==> src/rtl/bcd_count_pkg.sv <==
// Shared types and constants for the four-decade BCD stopwatch.
// Holds the digit type, decade limits and prescaler width.
package bcd_count_pkg;

  typedef logic [3:0] bcd_t;

  localparam bcd_t BCD_MAX    = 4'd9;
  localparam int   NDIG       = 4;
  localparam int   PRESCALE_W = 24;

  function automatic bcd_t bcd_inc(bcd_t d);
    return (d == BCD_MAX) ? 4'd0 : d + 4'd1;
  endfunction

  function automatic bcd_t bcd_dec(bcd_t d);
    return (d == 4'd0) ? BCD_MAX : d - 4'd1;
  endfunction

endpackage

==> src/rtl/bcd_digit.sv <==
// One BCD decade: steps on en, rolls 9->0 (or 0->9) and passes co.
// Ports: CLK, RST, clr, en, down (BCDCNT_DOWN_EN only), q, co.
module bcd_digit
  import bcd_count_pkg::*;
(
  input  logic CLK,
  input  logic RST,
  input  logic clr,
  input  logic en,
`ifdef BCDCNT_DOWN_EN
  input  logic down,
`endif
  output bcd_t q,
  output logic co
);

  bcd_t nxt;

`ifdef BCDCNT_DOWN_EN
  assign co  = en & (down ? (q == 4'd0)
                          : (q == BCD_MAX));
  assign nxt = down ? bcd_dec(q) : bcd_inc(q);
`else
  assign co  = en & (q == BCD_MAX);
  assign nxt = bcd_inc(q);
`endif

  always_ff @(posedge CLK or posedge RST) begin
    if (RST) begin
      q <= 4'd0;
    end else if (clr) begin
      q <= 4'd0;
    end else if (en) begin
      q <= nxt;
    end
  end

endmodule

==> src/rtl/bcd_count4.sv <==
// Four-decade BCD stopwatch: START toggles run, CLEAR zeroes, ticks per PRESCALE.
// Ports: CLK, RST, START, CLEAR, DOWN (BCDCNT_DOWN_EN), DIG0..3, RUN, CARRY.
module bcd_count4
  import bcd_count_pkg::*;
#(
  parameter int PRESCALE = 500000
) (
  input  logic       CLK,
  input  logic       RST,
  input  logic       START,
  input  logic       CLEAR,
`ifdef BCDCNT_DOWN_EN
  input  logic       DOWN,
`endif
  output logic [3:0] DIG0,
  output logic [3:0] DIG1,
  output logic [3:0] DIG2,
  output logic [3:0] DIG3,
  output logic       RUN,
  output logic       CARRY
);

  localparam logic [0:0] ST_STOP = 1'b0;
  localparam logic [0:0] ST_RUN  = 1'b1;

  localparam logic [PRESCALE_W-1:0] PMAX =
    PRESCALE_W'(PRESCALE - 1);

  logic s1, s2, s3;
  logic c1, c2;
  logic start_rise;
  logic clr;
  logic [0:0] state;
  logic run;
  logic [PRESCALE_W-1:0] pre;
  logic tick;
  logic [NDIG:0] en;
  bcd_t q [NDIG];

  always_ff @(posedge CLK or posedge RST) begin
    if (RST) begin
      s1 <= 1'b0;
      s2 <= 1'b0;
      s3 <= 1'b0;
      c1 <= 1'b0;
      c2 <= 1'b0;
    end else begin
      s1 <= START;
      s2 <= s1;
      s3 <= s2;
      c1 <= CLEAR;
      c2 <= c1;
    end
  end

  assign start_rise = s2 & ~s3;
  assign clr        = c2;

  always_ff @(posedge CLK or posedge RST) begin
    if (RST) begin
      state <= ST_STOP;
    end else if (start_rise) begin
      state <= (state == ST_RUN) ? ST_STOP : ST_RUN;
    end
  end

  assign run = (state == ST_RUN);

  // Holds in STOP so a resume finishes the partial period.
  always_ff @(posedge CLK or posedge RST) begin
    if (RST) begin
      pre <= '0;
    end else if (clr) begin
      pre <= '0;
    end else if (run) begin
      pre <= tick ? '0 : pre + 1'b1;
    end
  end

  assign tick  = run & ~clr & (pre == PMAX);
  assign en[0] = tick;

  for (genvar i = 0; i < NDIG; i++) begin : g_dig
    bcd_digit u_dig (
      .CLK  (CLK),
      .RST  (RST),
      .clr  (clr),
      .en   (en[i]),
`ifdef BCDCNT_DOWN_EN
      .down (DOWN),
`endif
      .q    (q[i]),
      .co   (en[i+1])
    );
  end

  // Carry out of the top decade lands with the wrapped digits.
  always_ff @(posedge CLK or posedge RST) begin
    if (RST) begin
      CARRY <= 1'b0;
    end else begin
      CARRY <= en[NDIG];
    end
  end

  assign DIG0 = q[0];
  assign DIG1 = q[1];
  assign DIG2 = q[2];
  assign DIG3 = q[3];
  assign RUN  = run;

endmodule

==> config.mk <==
export PLATFORM = sky130hd
export DESIGN_NAME = bcd_count4
export DESIGN_NICKNAME = d
export VERILOG_FILES = /design/src/rtl/bcd_count_pkg.sv /design/src/rtl/bcd_digit.sv /design/src/rtl/bcd_count4.sv
export SDC_FILE = /design/constraint.sdc
export NUM_CORES = 1
export LEC_CHECK = 0
export CORE_ASPECT_RATIO = 1.2
export CORE_MARGIN = 5
export CORE_UTILIZATION = 55
export DETAILED_ROUTE_END_ITERATION = 6
export PLACE_DENSITY = 0.79
export SLEW_MARGIN = 30
export SYNTH_ARGS = -nofsm -noshare
export SYNTH_HDL_FRONTEND = slang
export SYNTH_SLANG_ARGS = --single-unit
export TNS_END_PERCENT = 1
==> constraint.sdc <==
create_clock -name CLK -period 2.7 [get_ports CLK]
set_input_delay 0.27 -clock CLK [delete_from_list [all_inputs] [get_ports CLK]]
set_output_delay 0.27 -clock CLK [all_outputs]
set_load 0.02 [all_outputs]
==> flow_results.org, run 1 <==
** Outcome
- The run finished with clean final reports.

** CTS
- TritonCTS built the clock tree.
- Later-pin clock latency in the skew report :: 0.30 ns
- The clock passes through at most 2 buffers.
- After clock tree synthesis, the setup repair step added 0 buffers.
- CTS H-Tree Depth :: 2
- Hold repair after CTS inserted 0 buffers.
- The clock drives 47 sinks.
- Counting the buffers created by CTS gives 5.
- CTS clk-pin slew, worst paths :: 0.08 ns
- The cell sitting at the root of the clock tree is a sky130_fd_sc_hd__clkbuf_8.
- PostCTS Resize Cnt :: 0

** Floorplanning
- Die Height :: 86.7 um
- The initial utilization of the core area, before any placement, comes to 0.558.
- The floorplan has 28 rows.
- The floorplan step defined a die boundary enclosing 0.00641 sq mm.
- The core region is 0.00483 sq mm.
- The die is 73.9 um wide.
- 22 I/O pins were placed.

** Placed design
- Placed insts :: 344
- Buffers placed on the I/O ports in this run total 21.
- Timing analysis after detailed placement gives a worst setup slack of 0.403 ns.
- The congestion estimate from routability-driven global placement came to 0.807.
- Sum of net half-perimeters after detailed placement :: 3.93 mm

** Synth
- For this run, asynchronously set or reset flops after synthesis account for 1.00.
- Yosys reg bits :: 47
- Counting distinct cell types in the post-synthesis netlist gives 45.
- A synthesized cell averages 9.70 sq um.
- Ranked by total cell area, the synthesized netlist is headed by sky130_fd_sc_hd__dfrtp_1 44%, sky130_fd_sc_hd__a21oi_1 4.3%, sky130_fd_sc_hd__ha_1 4.2%, sky130_fd_sc_hd__nand3_1 3.9%, sky130_fd_sc_hd__nand4_1 3.5%.
- Dominant cell type by area after synthesis :: sky130_fd_sc_hd__dfrtp_1
- Part of the Yosys area used for sequential elements :: 0.436
- For this run, the number of Yosys warnings is 0.
- In this run the cell area of the synthesized design comes to 0.00270 sq mm.
- The share of synthesized area in the top cell type comes to 0.436.
- The most used flip-flop cell after synthesis is sky130_fd_sc_hd__dfrtp_1.
- Number of synthesized flops with an enable pin :: 0
- Net Count, Synth :: 291
- Counting every instance in the synthesized netlist gives 278.

** Cells and area
- Leaving out fill and tap cells, the most frequent cell in the layout is sky130_fd_sc_hd__dfrtp_1.
- Of the cells placed in the final design, the portion with a size suffix greater than 1 is 0.0825.
- Leaving out fill and tap cells, the most frequent cells in the layout are 47 x sky130_fd_sc_hd__dfrtp_1, 23 x sky130_fd_sc_hd__a21oi_1, 21 x sky130_fd_sc_hd__nand3_1, 21 x sky130_fd_sc_hd__nor2_1, 21 x sky130_fd_sc_hd__clkdlybuf4s50_1.
- Number of nets at the end of the flow :: 304
- The count of cells in the finished layout, fillers not included, comes to 351.
- The number of antenna diodes in the final layout is 0.
- Filler cell count in the final layout :: 440
- Synth-to-layout area growth :: 11.3%

** GRT
- The first global-routing pass estimated 9.83 mm of wire.
- The number of global-route vias before repair is 2232.
- After global routing the overflow that remains totals 0.
- Pin count of the biggest net entering global routing :: 48
- For this run, the total global-route usage over all layers was measured as 0.192.
- The initial antenna violation count was 0.

** Routing
- For this run, design rule violations remaining after detail routing come to 0.
- After detailed routing, the total wire length is 5.66 mm.
- The detail route stage leaves a number of antenna-violating nets equal to 0.
- 1st-iter DRT viols :: 167
- Total vias in the final route :: 2228
- Vias per inst :: 6.35
- Routed len/inst :: 16.1 um
- First drt pass iteration count :: 4

** STA
- Setup repair after global routing missed its margin :: false
- The routed design could run at a clock period as short as 2.34 ns.
- Number of hold violations in the final report :: 0
- The worst path meets setup with 0.361 ns of slack.
- For the pin with the worst max-slew slack, the measured transition is 0.610 ns.
- For the final routed database, the setup TNS stands at 0 ns.
- Highest Clock Rate :: 427 MHz
- Final count of negative-setup-slack endpoints :: 0
- On the final layout, the worst clock skew is 0.00756 ns.
- In this run the tightest slew margin relative to its limit is 0.594.
- The final number of max-transition violations is 0.
- Period utilization :: 0.866

** Power
- Standby leakage power :: 1.18 nW
- Max rail drop VDD :: 329 uV
- Areal power density over the cells :: 441 mW/mm^2
- The design draws 1.32 mW.

** Setup path
- The worst setup path is captured at a flop.
- Worst endpoint data arrival time :: 2.57 ns
- Worst setup path category :: reg -> reg
- Critical Path Fanout Max :: 19
- Kind of start point of the critical path :: flop
- Required time of the worst setup path :: 2.93 ns

** Job
- The tool flagged a number of max-cap violations equal to 0.

** Min path
- Hold WC Path Type :: reg -> reg
## layer usage
layer,part of all wire,global-route usage,vias to the layer above
met1,0.44,0.244,1088
met4,0.020,0.0774,0
met2,0.49,0.319,63
met5,0,0,-
met3,0.047,0.0360,12
li1,-,-,1065
## per-stage QoR
step | utilization | hold slack, ns | area, sq um
2_1_floorplan | - | 0.301 | 2700
3_3_place_gp | 0.603 | 0.336 | 2910
3_5_place_dp | 0.603 | 0.344 | 2910
4_1_cts | 0.621 | 0.363 | 3000
5_1_grt | 0.621 | 0.376 | 3000
6_report | 0.621 | 0.358 | 3000
## report_power, final
group	internal [mW]	leakage (nW)	switching (mW)	total, mW
registers	0.726	0.642	0.0189	0.745
clock network	0.201	0.0470	0.229	0.430
logic	0.0625	0.491	0.0871	0.150
total	0.990	1.18	0.335	1.32
## worst max-delay path, cell delays in order, from the launching register on
cell	delay (ns)
sky130_fd_sc_hd__dfrtp_1	0.52
sky130_fd_sc_hd__nor4b_4	0.36
sky130_fd_sc_hd__nand4_2	0.42
sky130_fd_sc_hd__buf_4	0.31
sky130_fd_sc_hd__or4_1	0.50
sky130_fd_sc_hd__a21oi_1	0.16
## registers in the layout (all words and copies together), names as in the netlist
register / flops
c2: 1
s3: 1
RUN: 1
g_dig.u_dig.q: 16
s1: 1
s2: 1
pre: 24
c1: 1
CARRY: 1
## area by class of cell
| cell class | instances | area [sq um] | share of cell area |
|---|---|---|---|
| clock buffers | 6 | 82.6 | 0.0275 |
| clock inverters | 1 | 5.00 | 0.00167 |
| inverters | 8 | 30.0 | 0.0100 |
| multi-input cells | 203 | 1390 | 0.461 |
| flip-flops and latches | 47 | 1180 | 0.392 |
| well taps | 60 | 75.1 | 0.0250 |
| repair buffers | 26 | 248 | 0.0825 |
## kinds of logic after synthesis
| group | synth area share |
|---|---|
| compound gates | 0.134 |
| xor+xnor | 0.0390 |
| fa+ha+maj | 0.0417 |
| buf+inv | 0.0506 |
| flops | 0.436 |
| mux | 0.0121 |
| simple gates | 0.287 |
## cells in the mapped netlist, types with 4 or more instances
master and number:
sky130_fd_sc_hd__ha_1 9, sky130_fd_sc_hd__or4_1 9, sky130_fd_sc_hd__or3_1 6, sky130_fd_sc_hd__xnor2_1 5, sky130_fd_sc_hd__clkbuf_1 10, sky130_fd_sc_hd__and3b_1 4
sky130_fd_sc_hd__nor2_1 21, sky130_fd_sc_hd__xor2_1 7, sky130_fd_sc_hd__o21ai_0 9, sky130_fd_sc_hd__nand3_1 21, sky130_fd_sc_hd__a21oi_1 23, sky130_fd_sc_hd__nor2b_1 4
sky130_fd_sc_hd__and4_1 9, sky130_fd_sc_hd__o31ai_1 11, sky130_fd_sc_hd__buf_2 4, sky130_fd_sc_hd__inv_1 8, sky130_fd_sc_hd__nand4_1 15, sky130_fd_sc_hd__nand2_1 8
sky130_fd_sc_hd__dfrtp_1 47
## path summary, 6_finish.rpt
path | start | endpoint | slack, ns | cells after the start
min reg2reg | s1 | s2 | 0.36 | 0
min in group asynchronous | RST | g_dig[3].u_dig.q[2] | 0.43 | 3
max in group asynchronous | RST | pre[19] | 1.83 | 3
max | pre[14] | g_dig[1].u_dig.q[3] | 0.36 | 5
max reg2reg | pre[14] | g_dig[1].u_dig.q[3] | 0.36 | 5
min | s1 | s2 | 0.36 | 0
Note: power is estimated with default switching activity, not from simulation.
==> inputs of run 2 (changes only) <==
- SLEW_MARGIN: 30 -> 20
==> results of run 2 <==
The final DEF is identical to that of run 1; final timing and power are the same.
